==> src/rtl/inst_queue.sv <==
// Fetch-side instruction queue in front of the decoder.
// Issues one icache word request at a time and buffers (address, instruction) pairs.
module inst_queue #(
    parameter int          QUEUE_BITS = 4,
    parameter logic [31:0] RESET_PC   = 32'h0
) (
    input  logic        clk_in,
    input  logic        rst_in,
    input  logic        rdy_in,
    input  logic        wrong_predicted,
    input  logic [31:0] correct_pc,
    input  logic        issue_signal,
    input  logic [31:0] next_pc,
    input  logic        jalr_stall,
    output logic        valid,
    output logic [31:0] inst_addr,
    output logic [31:0] inst,
    output logic        fetch_req,
    output logic [31:0] fetch_addr,
    input  logic        fetch_done,
    input  logic [31:0] fetch_inst
);

    localparam int DEPTH = 1 << QUEUE_BITS;
    localparam logic [QUEUE_BITS:0] FULL = {1'b1, {QUEUE_BITS{1'b0}}};
    localparam logic [QUEUE_BITS:0] ONE  = {{QUEUE_BITS{1'b0}}, 1'b1};

    typedef enum logic [1:0] {IDLE, WAIT, DROP} state_t;

    state_t                state;
    state_t                state_n;
    logic [QUEUE_BITS-1:0] head;
    logic [QUEUE_BITS-1:0] tail;
    logic [QUEUE_BITS-1:0] head_nxt;
    logic [QUEUE_BITS:0]   count;
    logic [31:0]           fetch_pc;
    logic [31:0]           addr_mem [DEPTH];
    logic [31:0]           data_mem [DEPTH];

    logic        pop;
    logic        fill;
    logic        start;
    logic        mismatch;
    logic        redirect;
    logic [31:0] expect_pc;

    // The decoder holds the head itself while stalled on a JALR operand.
    logic unused_ok;
    assign unused_ok = jalr_stall;

    assign valid     = count != '0;
    assign inst_addr = valid ? addr_mem[head] : 32'h0;
    assign inst      = valid ? data_mem[head] : 32'h0;

    assign head_nxt  = head + 1'b1;
    assign pop       = rdy_in && issue_signal && valid;
    assign expect_pc = (count > ONE) ? addr_mem[head_nxt] : fetch_pc;
    assign mismatch  = pop && (next_pc != expect_pc);
    assign redirect  = wrong_predicted || mismatch;
    assign fill      = rdy_in && (state == WAIT) && fetch_done && !redirect;
    assign start     = rdy_in && (state == IDLE) && !redirect && (count < FULL);

    always_comb begin
        state_n = state;
        unique case (state)
            IDLE: begin
                if (start)
                    state_n = WAIT;
            end
            WAIT: begin
                // A redirect with the response already here needs no drop phase.
                if (fetch_done)
                    state_n = IDLE;
                else if (redirect)
                    state_n = DROP;
            end
            DROP: begin
                if (fetch_done)
                    state_n = IDLE;
            end
            default: state_n = IDLE;
        endcase
    end

    always_ff @(posedge clk_in or negedge rst_in) begin
        if (!rst_in) begin
            state      <= IDLE;
            head       <= '0;
            tail       <= '0;
            count      <= '0;
            fetch_pc   <= RESET_PC;
            fetch_req  <= 1'b0;
            fetch_addr <= 32'h0;
        end else if (rdy_in) begin
            state     <= state_n;
            fetch_req <= state_n != IDLE;
            if (start)
                fetch_addr <= fetch_pc;
            if (redirect) begin
                head     <= tail;
                count    <= '0;
                fetch_pc <= wrong_predicted ? correct_pc : next_pc;
            end else begin
                if (pop)
                    head <= head_nxt;
                if (fill) begin
                    tail     <= tail + 1'b1;
                    fetch_pc <= fetch_pc + 32'd4;
                end
                count <= count + {{QUEUE_BITS{1'b0}}, fill}
                               - {{QUEUE_BITS{1'b0}}, pop};
            end
        end
    end

    always_ff @(posedge clk_in) begin
        if (fill) begin
            addr_mem[tail] <= fetch_addr;
            data_mem[tail] <= fetch_inst;
        end
    end

endmodule

==> config.mk <==
export PLATFORM = sky130hd
export DESIGN_NAME = inst_queue
export DESIGN_NICKNAME = d
export VERILOG_FILES = /design/src/rtl/inst_queue.sv
export SDC_FILE = /design/constraint.sdc
export NUM_CORES = 1
export LEC_CHECK = 0
export CORE_ASPECT_RATIO = 1.25
export CORE_UTILIZATION = 43
export CTS_CLUSTER_SIZE = 8
export DETAILED_ROUTE_END_ITERATION = 16
export PLACE_DENSITY = 0.57
export SYNTH_ARGS = -nofsm -noshare
export SYNTH_HDL_FRONTEND = slang
export SYNTH_SLANG_ARGS = --single-unit
==> constraint.sdc <==
create_clock -name clk_in -period 6.4 [get_ports clk_in]
set_input_delay 0.96 -clock clk_in [delete_from_list [all_inputs] [get_ports clk_in]]
set_output_delay 0.96 -clock clk_in [all_outputs]
set_load 0.1 [all_outputs]
# Yosys cells after proc, flatten, opt, wreduce, memory -nomap -nowiden

Memories as Yosys holds them, arrays and structs flattened.
Cells that the tools add are included.

Add/subtract/negate cells: 5
Magnitude comparators: 2
Equal/unequal tests: 3
Multiplexer cells: 16
Bitwise logic cells: 1
Reduce and logical (&&, ||, !) cells: 20

Operators by type and width:

| operator                                            | count |
|---|---|
| 2-to-1 mux 32 bit                                   | 6 |
| adder 32 x 3 -> 32 bit, second input constant       | 1 |
| != test 32 bit                                      | 1 |
| logical AND 1 bit                                   | 9 |
| adder 4 x 1 -> 4 bit, second input constant         | 2 |
| 2-to-1 mux 2 bit                                    | 4 |
| 2-to-1 mux 4 bit                                    | 2 |
| one-hot mux 2 bit (3 select lines)                  | 1 |
| AND reduction 2 bit                                 | 3 |
| nonzero test 2 bit                                  | 3 |
| adder 5 x 1 -> 5 bit                                | 1 |
| > comparator 5 x 1 -> 1 bit, second input constant  | 1 |
| < comparator 5 bit, second input constant           | 1 |
| 2-to-1 mux 5 bit                                    | 1 |
| nonzero test 5 bit                                  | 1 |
| subtractor 5 x 1 -> 5 bit                           | 1 |
| AND reduction 3 bit                                 | 1 |
| equality test 2 x 1 -> 1 bit, second input constant | 1 |
| equality test 2 bit, second input constant          | 1 |
| zero test 2 bit                                     | 1 |
| 2-to-1 mux 1 bit                                    | 2 |
| zero test 1 bit                                     | 1 |
| logical OR 1 bit                                    | 1 |
| inverter 1 bit                                      | 1 |

Flip-flop bits (word level): 80
Bits in writable memories: 1,024
Input port bits: 103
Logic and storage cells: 56
Memories: 2

Memories:

| name     | words | width | read ports | clocked after Yosys merged registers in | write ports | RTL line | text |
|---|---|---|---|---|---|---|---|
| addr_mem | 16    | 32    | 2          | 0                                       | 1           | 37       | `logic [31:0] addr_mem [DEPTH];` |
| data_mem | 16    | 32    | 1          | 0                                       | 1           | 38       | `logic [31:0] data_mem [DEPTH];` |

# Logic depth before layout (Yosys ltp)

An unclocked memory read counts as a cell.

Depth after elaboration: 12
Gate-level depth with buffers: 29
Depth with buffers taken out: 24

# Least setup slack after synthesis

No wires, ideal clock.

Path type: flip-flop to flip-flop
From: register head[0]
To: memory addr_mem[0][0], enable pin
Data arrival time: 4.973 ns
Slack: 0.998 ns
Stages on the path, launching flop included: 17
Clock period less this slack: 5.402 ns
Cells stage by stage: dfrtp_1 ha_1 clkbuf_1 buf_2 buf_4 buf_2 buf_2 mux4_2 mux2i_1 xor2_1 o2111ai_1 o31ai_1 a41o_1 a21boi_2 buf_4 nor4_1 and2_1

Cells in the longest elaborated chain, start to end: 10

RTL lines:

| item                                   | RTL line | text |
|---|---|---|
| from (decl)                            | 32       | `logic [QUEUE_BITS-1:0] head;` |
| from (signal assigned)                 | 100      | `head <= tail;` |
| from (signal assigned)                 | 105      | `head <= head_nxt;` |
| adder 4 x 1 -> 4 bit                   | 55       | `assign head_nxt = head + 1'b1;` |
| memory (16 x 32 bit)                   | n/a      |  |
| 2-to-1 mux 32 bit                      | 57       | `assign expect_pc = (count > ONE) ? addr_mem[head_nxt] : fetch_pc;` |
| != test 32 bit                         | 58       | `assign mismatch = pop && (next_pc != expect_pc);` |
| logical AND 1 bit                      | 58       |  |
| logical OR 1 bit                       | 59       | `assign redirect = wrong_predicted \|\| mismatch;` |
| zero test 1 bit                        | 60       | `assign fill = rdy_in && (state == WAIT) && fetch_done && !redirect;` |
| logical AND 1 bit                      | 60       |  |
| 2-to-1 mux 1 bit                       | 117      | `if (fill) begin` |
| 2-to-1 mux 1 bit (not written as such) | 118      | `addr_mem[tail] <= fetch_addr;` |
| to (decl)                              | 37       |  |

No other way between the ends.

# Worst setup path after layout

From: register head[1]
To: output port inst_addr[31]

Cells in the longest elaborated chain, start to end: 2

RTL lines:

| item                 | RTL line | text |
|---|---|---|
| memory (16 x 32 bit) | n/a      |  |
| 2-to-1 mux 32 bit    | 52       | `assign inst_addr = valid ? addr_mem[head] : 32'h0;` |
| to (decl)            | 16       | `output logic [31:0] inst_addr,` |

No other way between the ends.

==> metrics.txt <==
EDFF count, synth=1024; routed len/inst=32.5 um; critical-path maximum fanout=136; clock tree from TritonCTS=built; post-cts sizing count=0; placeable core region=113000 um^2; worst max-slew margin expressed relative to the limit=24.1%; area added between synthesis and finish=18.0%; shortest period the worst path allows=6.14 ns; cell types occupying the most area after synthesis=sky130_fd_sc_hd__edfxtp_1, sky130_fd_sc_hd__mux4_2, sky130_fd_sc_hd__dfrtp_1, sky130_fd_sc_hd__mux2i_1, sky130_fd_sc_hd__and2_1; Static Leak=18.8 nW; register-to-register path setup slack=0.65 ns; DPL Wire Length=80100 um; Crit path required time=5.44 ns; clk buf depth=3; area of the mapped netlist=48900 um^2; filler instances=9074; path class of the lowest-slack min-delay path=input port to asynchronous set/reset pin; WL met2=69200 um; total routing usage reported by global routing=24.5%; CP Cell Sequence=buf_12, buf_12, mux4_2, mux4_2, and2_1, clkdlybuf4s50_1; capture instance of the worst register-to-register path=count[4]; wire length after detailed routing=139000 um; RSZ-0062 raised after global routing=false; number of library cell types mapped by synthesis=72; crit share post-route=96.0%; Buffers on Ports=199; topmost layer with routed signal wires=met5; Mapped Cells=2450; Crit path arrival time=5.18 ns; hold violation total from the final report=0; Vias/cell=6.18; total setup buffers inserted after CTS=0; Layout Utilization=51.1%; share of layout cells above drive strength 1=28.6%; stage delay of the slowest cell on the critical path=0.97 ns; mean instance size in the synthesized netlist=20.0 um^2; CP Launch Point=head[1]; Non-Filler Cell Area, Final=57700 um^2; Post-route DRC=0; flip-flop and latch count after synthesis=1104; clock latency at the later pin of the worst-skew pair=0.76 ns; clock edge transition at the registers on the reported setup and hold paths=0.05 ns; # setup viols final=0; initial core utilization=43.3%; outcome=finished, final reports clean; Clock H-tree levels=4; die footprint=115000 um^2; Layout Nets=2871; hold bufs inserted after CTS=0; Pwr Density=529 nW/um^2; final weighted congestion of routability-driven global placement=0.933; maximum number of pins on one net before global-route repair=137; Setup Skew=0.0407 ns; floorplan die height=379 um; crit end category=output port; worst setup timing slack at the placement stage=0.628 ns; Via Count=26500; Net Count, Synth=2569; Setup TNS Final=0 ns; worst setup path category=flop to output port; worst setup slack after layout=0.257 ns; number of antenna violations at the first check in global routing=10; wire length of the first global-routing pass=201000 um; sum of overflow across all layers after global routing=0; Clock Sinks=1104; area share of the largest cell type after synthesis=62.9%; placement row count=138; count of TritonRoute iterations in the first routing pass=8; post-synthesis sequential area ratio=67.0%; top cells by count, synth=sky130_fd_sc_hd__edfxtp_1, sky130_fd_sc_hd__mux4_2, sky130_fd_sc_hd__mux2i_1; startpoint of the worst register-to-register path=head[0]; amount of wire on met3 after detailed routing=8360 um; number of global-route vias before repair=27900; total power draw=30.5 mW; Top Ports=201; number of buffers created by CTS=156; fraction of registers with async set or reset after synthesis=7.25%; number of nets with antenna violations after detailed routing=0; count leader, synth=sky130_fd_sc_hd__edfxtp_1; DRC violation total after the first TritonRoute iteration=2930; top_reg_cell synth=sky130_fd_sc_hd__edfxtp_1; clock root buffer=sky130_fd_sc_hd__clkbuf_16; Worst path slowest cell=sky130_fd_sc_hd__clkdlybuf4s50_1; Yosys warning count=0; IR Drop Worst-Case VDD=0.545 mV; peak clock frequency supported by timing=163 MHz; Worst Setup Start Kind=flop; instance area at placement=53400 um^2; biggest area consumer among synthesized cells=sky130_fd_sc_hd__edfxtp_1; worst-case reg-to-reg path depth=25; Routed met1 length=58100 um; slew of the pin with the lowest slew margin=1.13 ns; number of max-slew violations in the final report=0; number of max-cap violations=0; Die X=304 um
-- worst max path at each step --
stage / endpoint / slack (ns)
after floorplan: addr_mem[0][0] / 1.0
after global placement: count[4] / 0.59
after detailed placement: count[4] / 0.63
after CTS: inst[11] / 0.11
after global routing: inst_addr[28] / 0.01
final: inst_addr[31] / 0.26
-- routing by layer --
layer  global-route usage [%]  vias up
met2                     40.8     1009
met5                        0        -
met3                     4.88      207
met1                     32.8    14400
met4                     7.19        6
li1                         -    10900
-- worst max-delay path, delay by kind of cell (launching register included) --
kind / cells / cell delay (ns)
buffers and inverters: 3 / 2.39
DFF: 1 / 0.44
muxes: 2 / 1.15
and+or+nand+nor: 1 / 0.19
-- report_power, final --
group	switching [mW]	leakage (nW)	internal, mW
combinational	8.44	6.56	5.23
clock	2.92	2.06	4.46
sequential	0.842	10.2	8.67
total	12.2	18.8	18.3
-- flip-flops by register name, summed over array words and instances, names as in the netlist --
register / cells
fetch_req: 1
state: 2
fetch_addr: 32
count: 5
head: 4
data_mem: 512
addr_mem: 512
tail: 4
fetch_pc: 32
-- area by class of cell --
class                      instances  area, um^2  share of cell area, %
sequential                      1104       32800                   56.8
multi-input combinational       1139       15400                   26.6
clock buffer                     208        4160                   7.21
timing repair buffer             303        3300                   5.72
tap                             1470        1840                   3.19
inverter                          48         180                  0.312
clock inverter                     7         105                  0.182
antenna                            4        10.0                 0.0173
-- layout by cell type, fill, tap and decap left out, drive strengths merged, types with 38 or more instances in the layout --
master	instances
nand2	47
nand3	50
o22ai	39
xnor2	38
mux2i	92
clkbuf	208
and2	81
clkdlybuf4s50	194
inv	48
buf	109
mux2	54
mux4	441
dfrtp	80
edfxtp	1024
nor2	42
-- cells by family (layout without fill, tap and decap cells) --
family,after synthesis,after routing,synth area share (%)
muxes,587,587,23.6
AOI/OAI and AO/OA,180,180,2.68
buffers and inverters,207,566,1.88
and+or+nand+nor,287,287,3.15
adders and majority gates,16,16,0.425
xor gates and xnor gates,69,69,1.27
DFF,1104,1104,67.0
other,0,4,0
-- through the flow --
| stage | std cells | hold slack [ns] |
|---|---|---|
| global placement | 4064 | 0.494 |
| floorplan | 2450 | 0.488 |
| detailed placement | 4064 | 0.520 |
| CTS | 4279 | 0.270 |
| finish | 4283 | 0.280 |
| global route | 4279 | 0.308 |
No activity file was read; power rests on OpenSTA's default activity.
